File: src/rtl/sdram_sched_pkg.sv
// Shared types and constants for the SDRAM command sequencer and its refresh timer.
package sdram_sched_pkg;

    typedef enum logic [2:0] {
        S_INIT_REQ  = 3'd0,
        S_INIT_WAIT = 3'd1,
        S_IDLE      = 3'd2,
        S_GRANT     = 3'd3,
        S_WAIT      = 3'd4,
        S_GAP       = 3'd5
    } state_t;

    localparam logic [1:0] SUB_INIT = 2'd0;
    localparam logic [1:0] SUB_REF  = 2'd1;
    localparam logic [1:0] SUB_WR   = 2'd2;
    localparam logic [1:0] SUB_RD   = 2'd3;

    // Client address packing: {bank, row, col}
    localparam int BANK_HI = 24;
    localparam int BANK_LO = 23;
    localparam int ROW_HI  = 22;
    localparam int ROW_LO  = 10;
    localparam int COL_HI  = 9;
    localparam int COL_LO  = 0;

    function automatic logic [3:0] sub_onehot(input logic [1:0] idx);
        return 4'b0001 << idx;
    endfunction

endpackage

File: src/rtl/sdram_ref_timer.sv
// Periodic refresh timer: free-runs once started and raises a sticky pending flag on expiry.
module sdram_ref_timer #(
    parameter int REF_PERIOD = 390
) (
    input  logic iclk,
    input  logic ireset_n,
    input  logic istart,
    input  logic iclear,
    output logic oref_pending
);

    localparam int CW = (REF_PERIOD > 1) ? $clog2(REF_PERIOD) : 1;

    logic          r_run;
    logic [CW-1:0] r_cnt;
    logic          r_pending;
    logic          w_expire;

    assign w_expire     = r_run && (r_cnt == CW'(REF_PERIOD - 1));
    assign oref_pending = r_pending;

    always_ff @(posedge iclk) begin
        if (!ireset_n) begin
            r_run     <= 1'b0;
            r_cnt     <= '0;
            r_pending <= 1'b0;
        end else begin
            if (istart) begin
                r_run <= 1'b1;
                r_cnt <= '0;
            end else if (r_run) begin
                r_cnt <= w_expire ? '0 : r_cnt + 1'b1;
            end
            // A fresh expiry must survive a same-cycle clear from the refresh grant.
            if (w_expire) begin
                r_pending <= 1'b1;
            end else if (iclear) begin
                r_pending <= 1'b0;
            end
        end
    end

endmodule

File: src/rtl/sdram_sched.sv
// SDRAM top-level sequencer: runs init once, then grants the command bus to refresh,
// write or read sub-FSMs one at a time with a turnaround gap between grants.
module sdram_sched
    import sdram_sched_pkg::*;
#(
    parameter int REF_PERIOD = 390,
    parameter int TIMEOUT    = 255
) (
    input  logic        iclk,
    input  logic        ireset_n,
    input  logic        iwr_req,
    input  logic [24:0] iwr_addr,
    input  logic [15:0] iwr_data,
    output logic        owr_ack,
    input  logic        ird_req,
    input  logic [24:0] ird_addr,
    output logic        ord_ack,
    output logic        odone,
    output logic [3:0]  osub_req,
    output logic [3:0]  osub_enb,
    input  logic [3:0]  isub_fin,
    output logic [12:0] orow,
    output logic [9:0]  ocolumn,
    output logic [1:0]  obank,
    output logic [15:0] odata,
    output logic        oready,
    output logic        oerr,
    output logic [2:0]  odbg_state
);

    localparam int TW = $clog2(TIMEOUT + 1);

    state_t        r_state;
    state_t        w_next;
    logic [1:0]    r_idx;
    logic [1:0]    w_next_idx;
    logic [TW-1:0] r_wait_cnt;
    logic          r_started;
    logic          r_done;
    logic          r_ready;
    logic          r_err;
    logic [12:0]   r_row;
    logic [9:0]    r_col;
    logic [1:0]    r_bank;
    logic [15:0]   r_data;
    logic          w_ref_pending;
    logic          w_fin;
    logic          w_tmo;
    logic          w_init_fin;

    assign w_fin      = isub_fin[r_idx];
    assign w_tmo      = (r_wait_cnt == TW'(TIMEOUT - 1));
    assign w_init_fin = (r_state == S_INIT_WAIT) && isub_fin[SUB_INIT];

    sdram_ref_timer #(.REF_PERIOD(REF_PERIOD)) u_ref_timer (
        .iclk         (iclk),
        .ireset_n     (ireset_n),
        .istart       (w_init_fin),
        .iclear       ((r_state == S_GRANT) && (r_idx == SUB_REF)),
        .oref_pending (w_ref_pending)
    );

    always_ff @(posedge iclk) begin
        if (!ireset_n) begin
            r_state <= S_INIT_REQ;
        end else begin
            r_state <= w_next;
        end
    end

    always_comb begin
        w_next     = r_state;
        w_next_idx = r_idx;
        case (r_state)
            // Hold off one cycle after reset so the init request is seen outside reset.
            S_INIT_REQ:  if (r_started) w_next = S_INIT_WAIT;
            S_INIT_WAIT: if (isub_fin[SUB_INIT]) w_next = S_GAP;
            S_IDLE: begin
                if (w_ref_pending) begin
                    w_next     = S_GRANT;
                    w_next_idx = SUB_REF;
                end else if (iwr_req) begin
                    w_next     = S_GRANT;
                    w_next_idx = SUB_WR;
                end else if (ird_req) begin
                    w_next     = S_GRANT;
                    w_next_idx = SUB_RD;
                end
            end
            S_GRANT:     w_next = S_WAIT;
            S_WAIT:      if (w_fin || w_tmo) w_next = S_GAP;
            S_GAP:       w_next = S_IDLE;
            default:     w_next = S_INIT_REQ;
        endcase
    end

    always_comb begin
        osub_req = 4'b0000;
        osub_enb = 4'b0000;
        owr_ack  = 1'b0;
        ord_ack  = 1'b0;
        case (r_state)
            S_INIT_REQ: begin
                if (r_started) begin
                    osub_req = sub_onehot(SUB_INIT);
                    osub_enb = sub_onehot(SUB_INIT);
                end
            end
            S_INIT_WAIT: osub_enb = sub_onehot(SUB_INIT);
            S_GRANT: begin
                osub_req = sub_onehot(r_idx);
                osub_enb = sub_onehot(r_idx);
                owr_ack  = (r_idx == SUB_WR);
                ord_ack  = (r_idx == SUB_RD);
            end
            S_WAIT:      osub_enb = sub_onehot(r_idx);
            default:     ;
        endcase
    end

    always_ff @(posedge iclk) begin
        if (!ireset_n) begin
            r_started  <= 1'b0;
            r_idx      <= SUB_INIT;
            r_wait_cnt <= '0;
            r_done     <= 1'b0;
            r_ready    <= 1'b0;
            r_err      <= 1'b0;
            r_row      <= '0;
            r_col      <= '0;
            r_bank     <= '0;
            r_data     <= '0;
        end else begin
            r_started <= 1'b1;
            r_done    <= 1'b0;
            r_idx     <= w_next_idx;
            case (r_state)
                S_INIT_WAIT: if (isub_fin[SUB_INIT]) r_ready <= 1'b1;
                S_GRANT: begin
                    r_wait_cnt <= '0;
                    if (r_idx == SUB_WR) begin
                        r_bank <= iwr_addr[BANK_HI:BANK_LO];
                        r_row  <= iwr_addr[ROW_HI:ROW_LO];
                        r_col  <= iwr_addr[COL_HI:COL_LO];
                        r_data <= iwr_data;
                    end else if (r_idx == SUB_RD) begin
                        r_bank <= ird_addr[BANK_HI:BANK_LO];
                        r_row  <= ird_addr[ROW_HI:ROW_LO];
                        r_col  <= ird_addr[COL_HI:COL_LO];
                    end
                end
                S_WAIT: begin
                    r_wait_cnt <= r_wait_cnt + 1'b1;
                    if (w_fin) begin
                        r_done <= (r_idx == SUB_WR) || (r_idx == SUB_RD);
                    end else if (w_tmo) begin
                        r_err <= 1'b1;
                    end
                end
                default: ;
            endcase
        end
    end

    assign odone      = r_done;
    assign oready     = r_ready;
    assign oerr       = r_err;
    assign orow       = r_row;
    assign ocolumn    = r_col;
    assign obank      = r_bank;
    assign odata      = r_data;
    assign odbg_state = r_state;

endmodule

File: config.mk
export PLATFORM = sky130hd
export DESIGN_NAME = sdram_sched
export DESIGN_NICKNAME = d
export VERILOG_FILES = /design/src/rtl/sdram_sched_pkg.sv /design/src/rtl/sdram_ref_timer.sv /design/src/rtl/sdram_sched.sv
export SDC_FILE = /design/constraint.sdc
export NUM_CORES = 1
export LEC_CHECK = 0
export CAP_MARGIN = 20
export CORE_MARGIN = 3
export CORE_UTILIZATION = 39
export DETAILED_ROUTE_END_ITERATION = 6
export MAX_ROUTING_LAYER = met4
export PLACE_DENSITY = 0.87
export SETUP_SLACK_MARGIN = 0.2
export SLEW_MARGIN = 20
export SYNTH_ARGS = -nofsm -noshare
export SYNTH_HDL_FRONTEND = slang
export SYNTH_SLANG_ARGS = --single-unit
File: constraint.sdc
create_clock -name iclk -period 1.5 [get_ports iclk]
set_clock_uncertainty 0.05 [all_clocks]
set_input_delay 0.3 -clock iclk [delete_from_list [all_inputs] [get_ports iclk]]
set_output_delay 0.3 -clock iclk [all_outputs]
set_load 0.05 [all_outputs]
* After elaboration in Yosys (flattened, before gate mapping)
Index checks and enable logic that the tools add are counted.
Operators by class: add/sub/neg operators 2, magnitude comparators 1, eq/ne operators 14, shift operators 1, multiplexer cells 28, bitwise logic cells 2, reduce and logical (&&, ||, !) cells 19
Operators by type and width (number):
- $mux 13 | 2
- $mux 10 | 2
- $mux 3 | 6
- $pmux 3 s6 | 1
- $pmux 8 s2 | 1
- $pmux 4 s3 | 1
- $mux 2 | 5
- $add 9x1->9 const B | 1
- $eq 9x9->1 const B | 1
- $mux 9 | 1
- $add 8x1->8 const B | 1
- $eq 8x8->1 const B | 1
- $pmux 4 s2 | 1
- $reduce_and 2->1 | 4
- $mux 1 | 7
- $eq 3x2->1 const B | 2
- $eq 3x3->1 const B | 2
- $ne 2x2->1 const B | 3
- $reduce_and 3->1 | 2
- $reduce_bool 2->1 | 3
- $eq 2x2->1 const B | 2
- $ne 4x3->1 const B | 1
- $reduce_and 4->1 | 1
- $reduce_or 2->1 | 2
- other kinds (10) | 14
Word-level totals: flip-flop bits (word level) 69, input port bits 74, word-level logic and storage cells 81

* Longest topological paths before layout
depth in word-level cells 5, gate-level depth with buffers 6

* Modules after synthesis
Synthesis repeated with hierarchy kept, for this count alone.
Unflattened totals: cells, all modules 389, area, all modules 3173.0 µm²
By module, submodules not included:
- sdram_sched | times used 1, cells an instance 333, area each 2642.5 µm², sequential area each 1161.1 µm²
- sdram_ref_timer | times used 1, cells an instance 56, area each 530.5 µm², sequential area each 220.2 µm²

* Worst setup path before layout
OpenSTA, ideal clock, no wires.
path type reg-to-output, start point reg r_state[0] (netlist: odbg_state[0]), end point out osub_enb[0], data arrival time 2313 ps, required time 1150 ps, path slack -1163 ps, stages on the path, launching flop included 5, path buffers 2, cell sequence dfxtp_1 buf_6 clkbuf_1 nor2_1 o31ai_1
On the way: longest elaborated chain between the ends 3, elaborated cells between the ends (all ways) 6, those cells by class eq/ne (3); mux (1); reduce/logical (2)
Ends and longest elaborated chain:
- start, declared | line sdram_sched.sv:33 | state_t r_state;
- start signal, assigned | line sdram_sched.sv:67 | r_state <= w_next;
- $eq 3x2->1 / $eq 3x3->1 (equally long branches) | line sdram_sched.sv:102 | case (r_state)
- $reduce_or 2->1 (no source line)
- $pmux 4 s3 * | line sdram_sched.sv:102
- end, declared | line sdram_sched.sv:20 | output logic [3:0] osub_enb,
Mark *: on every way between the ends. The rest lies on a longest branch, timed or not.

* Worst setup path in the final report
start point reg r_state[2] (netlist: odbg_state[2]), end point out osub_enb[3]
Same word-level chain as after synthesis.

==> impl_metrics.tcl <==
set metrics [dict create \
    status "finished with violations" \
    failed_checks "negative setup slack" \
    antenna_left 0 \
    max_stage_delay_ns 0.43 \
    worst_pin_slew_ns 0.4824 \
    drv_cap 0 \
    layoutNonFillerInstCount 634 \
    yosysUniqueCellTypes 48 \
    dp_slack_ns -0.2540 \
    syn_area_mm2 0.003194 \
    die_h_um 96.50 \
    post_dp_cell_area_mm2 0.005448 \
    final_hold_viol_count 0 \
    synth_nets 430 \
    r2r_start "odbg_state[0]" \
    power_density_mw_per_mm2 693.4 \
    clock-root-buffer "clkbuf_8" \
    ys_seq_area_frac 0.4262 \
    synthFlopType "dfxtp_1" \
    ys_ff_latch 68 \
    setup_violations 61 \
    fin_nets 605 \
    start_util 0.4070 \
    worst_hold_path.num_cells 3 \
    rows 32 \
    syn2layout_area_growth_pct 102.8 \
    clock-sinks 68 \
    cp-start-kind "flop" \
    syn_inst 352 \
    crit_fanout 6 \
    clk_pin_slew_ns 0.08 \
    coreArea_mm2 0.007848 \
    fp.dieW_um 96.50 \
    period_minus_slack_ns 1.958 \
    crit_slowest_cell "or3b_4" \
    vias_per_cell 5.883 \
    wirelength_um 14350 \
    dp.final_hpwl_um 7278 \
    rrSetupSlack_ns -0.27 \
    drive_above_1_share 0.4229 \
    report.final.slew_viol_count 0 \
    path_delay_family "simple AND/OR/NAND/NOR gates" \
    clk_path_buf_depth 2 \
    fin_setup_tns_ns -12.71 \
    worstReg2RegEnd "odata[8]" \
    p_leak_uw 0.002305 \
    antenna_cells 0 \
    async_reset_ff_frac 0 \
    cts_tree "yes" \
    worstHoldPathType "primary input to flop" \
    relSlewSlack 0.6755 \
    gp_congestion 0.9493 \
    overflow 0 \
    first_iter_violations 197 \
    htreeDepth 3 \
    path_class "flop to output port" \
    hold_buffers 0 \
    via_count 3730 \
    clk_latency_ns 0.37 \
    grt_pass1_vias 3682 \
    numCtsBuffers 9 \
    avgSynthCellArea_um2 9.075 \
    portBuffers 130 \
    required_ns 1.15 \
    ys_warn_count 0 \
    worstSetupEndpointType "output port" \
    r2r_cells 9 \
    postLayoutCellArea_mm2 0.006479 \
    post-route-util 0.8256 \
    cp_cell_sequence "or3b_4, nand2_4, and3_4, buf_12" \
    placed_cells 589 \
    drc 0 \
    fmax_ghz 0.5107 \
    finalCritPeriodShare 1.305 \
    ir_drop_mv 0.6325 \
    setup_ws_ns -0.4582 \
    crit_buf_inv 1 \
    grt_first_pass_wirelength_um 18570 \
    grt_max_degree 36 \
    synth_edf_count 0 \
    avgRoutedWirePerCell_um 22.64 \
    io_pins 131 \
    crit_arrival_ns 1.61 \
    hold_start "iwr_data[5]" \
    antenna_found_initial 0 \
    hold_end "odata[5]" \
    dr.pass1.iters 5 \
    dieArea_mm2 0.009312 \
    grt_use_total 0.2729 \
    rsz0062_at_grt "yes" \
]
[repair_timing]
item / 4_1_cts / 5_1_grt
pin swaps: 25 / 18
cloned: 3 / 2
endpoints found under the setup margin: 80 / 85
resized for setup: 79 / 43
setup buffers: 13 / 11
[cells in the final DEF (no fill, tap or decap), types with 5 or more instances in the layout]
| cell | synthesis | layout |
|---|---|---|
| clkdlybuf4s50_1 | 0 | 73 |
| buf_12 | 0 | 63 |
| dfxtp_1 | 68 | 55 |
| mux2i_1 | 42 | 40 |
| nand2_1 | 39 | 36 |
| nor2_1 | 32 | 30 |
| buf_4 | 4 | 28 |
| a211oi_2 | 0 | 23 |
| buf_6 | 2 | 22 |
| nand4_1 | 12 | 12 |
| clkbuf_8 | 0 | 9 |
| a211oi_1 | 31 | 8 |
| dfxtp_4 | 0 | 7 |
| dfxtp_2 | 0 | 6 |
| inv_1 | 6 | 5 |
| a21oi_1 | 10 | 5 |
| nand3_1 | 5 | 5 |
[state kept, by name, summed over array words and instances (netlist names)]
signal	count
r_started	1
u_ref_timer.r_run	1
odata	16
r_idx	2
obank	2
oerr	1
odone	1
orow	13
r_wait_cnt	8
u_ref_timer.oref_pending	1
u_ref_timer.r_cnt	9
ocolumn	10
odbg_state	3
[synth_stat cells, types with 4 or more instances]
cell type | instances | area, um2
a211oi_1 | 31 | 232.7
inv_1 | 6 | 22.52
a21oi_1 | 10 | 50.05
o31ai_1 | 4 | 30.03
o21ai_0 | 7 | 35.03
mux2i_1 | 42 | 420.4
clkbuf_1 | 16 | 60.06
nand2_1 | 39 | 146.4
nor2_1 | 32 | 120.1
nor3_1 | 6 | 30.03
nand4_1 | 12 | 75.07
nand3_1 | 5 | 25.02
buf_2 | 8 | 40.04
and3_1 | 5 | 31.28
ha_1 | 4 | 50.05
nand2b_1 | 6 | 37.54
or3_1 | 4 | 25.02
buf_4 | 4 | 30.03
dfxtp_1 | 68 | 1361
[through the flow]
step / total power, uW / hold WS, ns
global route: 4599 / 0.4598
global placement: 2543 / 0.4091
floorplan: 2192 / 0.2777
detailed placement: 2564 / 0.4367
CTS: 4300 / 0.4341
finish: 4492 / 0.4324
[worst max path at each step]
stage                     cells after the start            end     startpoint
after floorplan                               4    osub_req[2]  odbg_state[2]
after global placement                        4  odbg_state[0]    isub_fin[0]
after detailed placement                      4  odbg_state[0]    isub_fin[0]
after CTS                                     4    osub_enb[3]  odbg_state[2]
after global routing                          4    osub_enb[3]  odbg_state[2]
final                                         4    osub_enb[3]  odbg_state[2]
[routing by layer]
layer / global-route usage / share of wire
met1: 0.2770 / 0.34
met2: 0.4897 / 0.55
met3: 0.05267 / 0.070
met4: 0.1542 / 0.038
met5: - / 0
[worst register-to-register path, cell delays in order, from the launching register on]
cell      delay (ns)
dfxtp_4         0.38
buf_6           0.11
nand3b_1        0.12
buf_6           0.17
nor3_4          0.13
buf_6           0.14
buf_6           0.09
buf_6           0.11
buf_12          0.14
mux2i_1         0.23
[cell families (layout without fill, tap and decap cells)]
family | Yosys count | in the layout | synth area share
AND/OR/NAND/NOR | 132 | 132 | 0.2119
flip-flops | 68 | 68 | 0.4262
AO/OA/AOI/OAI | 66 | 66 | 0.1445
multiplexers | 43 | 43 | 0.1387
buffers and inverters | 36 | 216 | 0.05484
adder cells (fa/ha/maj) | 4 | 4 | 0.01567
XOR/XNOR | 3 | 3 | 0.008227
[report_power, final]
| part | total, uW | switching (uW) | leakage, uW | internal [uW] |
|---|---|---|---|---|
| clock | 1740 | 801 | 0.000107 | 938 |
| combinational | 901 | 404 | 0.00164 | 497 |
| sequential | 1850 | 34.0 | 0.000557 | 1820 |
[final cells by class]
class	instances	area, um2
clock buffers	10	127.6
multi-input cells	248	2088
repair buffers	194	2628
inverters	6	25.02
clock inverters	6	87.58
well taps	102	127.6
flip-flops and latches	68	1395
fillers	383	1369
(Power assumes the default switching activity.)
